File: src/rtl/btc_ctrl_rb.sv
// rtl/btc_ctrl_rb.sv - bit-chain config segment with counted program, rotating readback and status FSM
module btc_ctrl_rb #(
  parameter int WIDTH = 1,
  parameter int DEPTH = 8,
  parameter int CNT_W = $clog2(DEPTH + 1)
) (
  input  logic                   clk,
  input  logic                   rst_n,
  input  logic                   s,
  input  logic                   m,
  input  logic                   e,
  input  logic [WIDTH-1:0]       i,
  output logic [WIDTH-1:0]       o,
  output logic [WIDTH*DEPTH-1:0] d,
  output logic                   busy,
  output logic                   done,
  output logic                   err,
  output logic [CNT_W-1:0]       cnt
);

  typedef enum logic [1:0] {IDLE, PROG, READ, DONE} state_t;

  state_t                 state;
  logic [WIDTH*DEPTH-1:0] prog_next;
  logic [WIDTH*DEPTH-1:0] read_next;
  logic                   last;

  // Oldest word sits at the top of the chain and leaves first.
  assign o    = d[WIDTH*DEPTH-1 -: WIDTH];
  assign last = (cnt == CNT_W'(DEPTH - 1));

  // A one-word segment has nothing to shift past: programming replaces the
  // word and readback leaves it in place.
  generate
    if (DEPTH == 1) begin : g_single
      assign prog_next = i;
      assign read_next = d;
    end else begin : g_chain
      assign prog_next = {d[WIDTH*(DEPTH-1)-1:0], i};
      assign read_next = {d[WIDTH*(DEPTH-1)-1:0], o};
    end
  endgenerate

  // Control FSM; busy/done are registered alongside the state they decode.
  always_ff @(posedge clk or negedge rst_n) begin
    if (!rst_n) begin
      state <= IDLE;
      d     <= '0;
      cnt   <= '0;
      busy  <= 1'b0;
      done  <= 1'b0;
      err   <= 1'b0;
    end else begin
      case (state)
        IDLE, DONE: begin
          if (s) begin
            // A strobe coincident with start is dropped; first word comes next cycle.
            cnt   <= '0;
            err   <= 1'b0;
            done  <= 1'b0;
            busy  <= 1'b1;
            state <= m ? READ : PROG;
          end else if (e) begin
            err <= 1'b1;
          end
        end
        PROG: begin
          if (e) begin
            d   <= prog_next;
            cnt <= cnt + 1'b1;
            if (last) begin
              state <= DONE;
              busy  <= 1'b0;
              done  <= 1'b1;
            end
          end
        end
        READ: begin
          if (e) begin
            d   <= read_next;
            cnt <= cnt + 1'b1;
            if (last) begin
              state <= DONE;
              busy  <= 1'b0;
              done  <= 1'b1;
            end
          end
        end
        default: begin
          state <= IDLE;
          busy  <= 1'b0;
          done  <= 1'b0;
        end
      endcase
    end
  end

endmodule

File: config.mk
export PLATFORM = sky130hd
export DESIGN_NAME = btc_ctrl_rb
export DESIGN_NICKNAME = d
export VERILOG_FILES = /design/src/rtl/btc_ctrl_rb.sv
export SDC_FILE = /design/constraint.sdc
export NUM_CORES = 1
export LEC_CHECK = 0
export ABC_AREA = 1
export ABC_CLOCK_PERIOD_IN_PS = 1900
export BUFFER_PORTS_ARGS = -buffer_cell sky130_fd_sc_hd__buf_4
export CORE_UTILIZATION = 30
export DETAILED_ROUTE_END_ITERATION = 12
export PLACE_DENSITY = 0.48
export SYNTH_ARGS = -nofsm -noshare
export SYNTH_HDL_FRONTEND = slang
export SYNTH_SLANG_ARGS = --single-unit
File: constraint.sdc
create_clock -name clk -period 1.9 [get_ports clk]
set_input_delay 0.19 -clock clk [delete_from_list [all_inputs] [get_ports clk]]
set_output_delay 0.19 -clock clk [all_outputs]
set_load 0.05 [all_outputs]
# Word-level counts from Yosys, hierarchy flattened
# Index checks and enable logic that the tools add are counted.
dict set report op_classes {
  addsub 1
  n_eq_ne 9
  muxes 21
  reduce_logical 9
}
# cell count
set ops {}
lappend ops {{two-way mux 8 bit} 2}
lappend ops {{one-hot mux 8 bit (2 select lines)} 1}
lappend ops {{two-way mux 1 bit} 8}
lappend ops {{two-way mux 2 bit} 4}
lappend ops {{two-way mux 4 bit} 2}
lappend ops {{one-hot mux 4 bit (2 select lines)} 1}
lappend ops {{inequality test 2 bit (second input constant)} 3}
lappend ops {{AND reduction 3 bit} 2}
lappend ops {{adder 4 x 1 -> 4 bit (second input constant)} 1}
lappend ops {{equality test 2 bit (second input constant)} 2}
lappend ops {{equality test 4 x 3 -> 1 bit (second input constant)} 1}
lappend ops {{inequality test 2 x 1 -> 1 bit (second input constant)} 2}
lappend ops {{one-hot mux 1 bit (2 select lines)} 2}
lappend ops {{one-hot mux 2 bit (2 select lines)} 1}
lappend ops {{AND reduction 2 bit} 2}
lappend ops {{nonzero test 2 bit} 2}
lappend ops {{OR reduction 2 bit} 2}
lappend ops {{equality test 2 x 1 -> 1 bit (second input constant)} 1}
lappend ops {{zero test 2 bit} 1}
dict set report totals {
  reg_bits 17
  inputBits 6
  out_inout_bits 16
  elab_cells 46
}

# Longest topological paths before layout
dict set report logic_depth {
  depth_word 4
  ltp_mapped 8
  mapped_depth_nobuf 8
}

# Worst setup path after synthesis
# No wires, ideal clock.
dict set report synth_path {
  path_type {register to register}
  startpoint {register cnt[0]}
  endpoint {register busy}
  setup_ps 119
  arrival_ps 1330
  required_ps 1781
  path_slack_ps 451
  path_stages_with_launch 9
  path_buffers 0
  period_less_slack_ps 1449
  cell_sequence {dfrtp_1 -> ha_1 -> nand2_1 -> inv_1 -> nand2_2 -> nand2_4 -> nand2_4 -> nand2_1 -> nand2_1}
}
dict set report synth_via {
  elab_chain_cells 3
}
# element line_no
set synth_lines {}
lappend synth_lines {{start: declaration} 18} ;# output logic [CNT_W-1:0] cnt
lappend synth_lines {{start signal: assignment} 70} ;# cnt <= cnt + 1'b1;
lappend synth_lines {{start signal: assignment} 81} ;# cnt <= cnt + 1'b1;
lappend synth_lines {{equality test 4 x 3 -> 1 bit} 30} ;# assign last = (cnt == CNT_W'(DEPTH - 1));
lappend synth_lines {{inequality test 2 x 1 -> 1 bit (no line)} --}
lappend synth_lines {{AND reduction 3 bit (no line)} --}
lappend synth_lines {{end signal: assignment} 50} ;# busy <= 1'b0;
lappend synth_lines {{end signal: assignment} 61} ;# busy <= 1'b1;
lappend synth_lines {{end signal: assignment} 73} ;# busy <= 1'b0;
lappend synth_lines {{end: declaration} 15} ;# output logic busy,
# Every way passes these cells.
# A chain may end at the register's enable or synchronous reset.

# Final worst setup path
dict set report layout_path {
  startpoint {register state[0]}
  endpoint {register done}
}
dict set report layout_via {
  elab_chain_cells 4
  word_cells_on_any_way 11
  classes_between {eq/ne: 6; mux: 1; reduce/logical: 4}
}
# element line_no
set layout_lines {}
lappend layout_lines {{start: declaration} 23} ;# state_t state;
lappend layout_lines {{start signal: assignment} 62} ;# state <= m ? READ : PROG;
lappend layout_lines {{equality test 2 bit, or another cell as far along} 54} ;# case (state)
lappend layout_lines {{OR reduction 2 bit (on tied branches)} --}
lappend layout_lines {{inequality test 2 bit (no line) / inequality test 2 x 1 -> 1 bit (equally long branches)} --}
lappend layout_lines {{AND reduction 3 bit (no line)} --}
lappend layout_lines {{end signal: assignment} 51} ;# done <= 1'b0;
lappend layout_lines {{end signal: assignment} 60} ;# done <= 1'b0;
lappend layout_lines {{end signal: assignment} 74} ;# done <= 1'b1;
lappend layout_lines {{end: declaration} 16} ;# output logic done,
# Parallel ways exist; a longest one is shown, timed or not.

==> impl_metrics.ini <==
[worst_hold_path]
min_from = m
min_path_type = input port to flop
holdPathStages = 4
hold_path_end = state[0]

[drt]
wl_per_cell_um = 11.4
drc = 0
drt-pass1-iter-count = 4
routed_via_density = 4.51
ant_nets = 0
drtIter0Drc = 15
dr_total_vias = 699
routed_wirelength_um = 1770

[placed_design]
placed_area_um2 = 1030
port_buffers = 21
gp_congestion = 0.747
dp_hpwl_um = 1250
place_ws_ns = 0.429

[yosys]
yosysTopAreaCell = dfrtp_1
synth_fp_nets = 110
ys_ff_latch = 17
syn_area_um2 = 847
synth_cells = 100
synth_cell_type_count = 16
ys_seq_area_share_pct = 50.2
syn_avg_cell_area_um2 = 8.47
yosysWarnings = 0
synth_area_leaders = dfrtp_1, nand2_1, nand3_1
synth.top_cell.area_share_pct = 50.2

[timing]
clock.fmax_mhz = 679
setup_viol = 0
clock-skew-final_ns = 0.00886
tightest_slew_ns = 0.310
worst_hold_slack_ns = 0.162
setup_tns_ns = 0
drv_slew = 0
rsz0062_at_grt = no
min_period_over_period_pct = 77.5
fin_ws_ns = 0.427
final_hold_viol_count = 0
relSlewSlack_pct = 79.2
period_minus_slack_ns = 1.47

[floorplanning]
io_pins = 22
fp.dieH_um = 55.1
rows = 18
die_w_um = 55.1
coreArea_um2 = 2570
die_area_um2 = 3040
initial_core_util_pct = 33.0

[clock_tree]
clock_path_buffers = 2
post_cts_buffers = 0
clock_sinks = 17
path_clk_slew_ns = 0.11
cts_resized = 0
tritoncts = done
ctsHoldBuffers = 1
insertion_delay_ns = 0.29
cts_buffers = 3
cts_root_buf = clkbuf_4
clock_tree.htree_level_count = 1

[setup_path]
required_ns = 2.09
crit_path_start_kind = flop
cp-end-kind = flop
r2r-end = done
r2r_setup_slack_ns = 0.43
crit_type = flop to flop
rr_startpoint = state[0]
crit_fanout = 5
arrival_ns = 1.66
r2r_cells = 8

[finish]
final_common_cell = nand2_1
layout_common_cells = nand2_1, buf_4, dfrtp_1
nNetsFinal = 136
area_delta_synth_final_pct = 26.4
num-fill-cells = 271
final_area_um2 = 1070
num_antenna_cells = 0
drive_gt1_share_pct = 27.2

[grt]
grt_pass1_wl_um = 2810
grt_pass1_vias = 613
antenna_found_initial = 0
grt_max_degree = 18
overflow = 0
grt_usage_pct = 13.6

[run]
drv_cap = 0

[status]
status = finished, final reports clean
-- critical path: stages (launching register included) --
cell     delay [ns]
dfrtp_1        0.39
inv_1          0.07
ha_1           0.37
nor2_2         0.19
nand2_2        0.08
nand2_4        0.10
nand2_4        0.06
nand2_1        0.06
nand2_1        0.04
-- Yosys cell counts (all sizes together) --
| library cell | n |
|---|---|
| o21ai | 2 |
| dfrtp | 17 |
| or2 | 1 |
| nor2 | 3 |
| nand4 | 2 |
| nand2 | 46 |
| ha | 4 |
| inv | 10 |
| nand3 | 12 |
| buf | 1 |
| a21oi | 2 |
-- metal layers --
layer / GRT usage, % / vias up / routed length [um]
met5: 0 / - / 0
met4: 5.00 / 0 / 12
met3: 4.92 / 2 / 93
met2: 22.9 / 20 / 821
met1: 15.7 / 312 / 841
li1: - / 365 / -
-- registers in the layout, summed over array words and instances (netlist names) --
name,flops
err,1
busy,1
state,2
cnt,4
done,1
d,8
-- worst max path at each step --
stage,from,slack (ns),to
floorplan,cnt[0],0.45,busy
global placement,state[0],0.48,busy
detailed placement,state[0],0.43,busy
CTS,state[0],0.41,busy
global route,state[0],0.31,done
finish,state[0],0.43,done
-- kinds of logic (layout without fill, tap and decap cells) --
kind of cell / after synthesis / in the layout / synth area share, %
simple gates: 64 / 64 / 34.9
flops: 17 / 17 / 50.2
buf+inv: 11 / 36 / 5.32
fa+ha+maj: 4 / 4 / 5.91
compound gates: 4 / 4 / 3.69
-- through the flow --
stage	utilization [%]	std cells
finish	41.7	155
global route	41.7	155
CTS	41.7	155
detailed placement	40.3	150
global placement	40.3	150
floorplan	-	100
-- area by class of cell --
| class | instances | area, um^2 | share of cell area (%) |
|---|---|---|---|
| Inverter | 10 | 37.5 | 3.50 |
| Multi-Input combinational cell | 72 | 377 | 35.2 |
| Clock buffer | 4 | 26.3 | 2.45 |
| Tap cell | 30 | 37.5 | 3.50 |
| Timing Repair Buffer | 22 | 168 | 15.7 |
| Sequential cell | 17 | 425 | 39.7 |
Power is left out: the tool's default activity adds up to more than one toggle a clock period on the data nets, which glitch-free logic cannot reach.
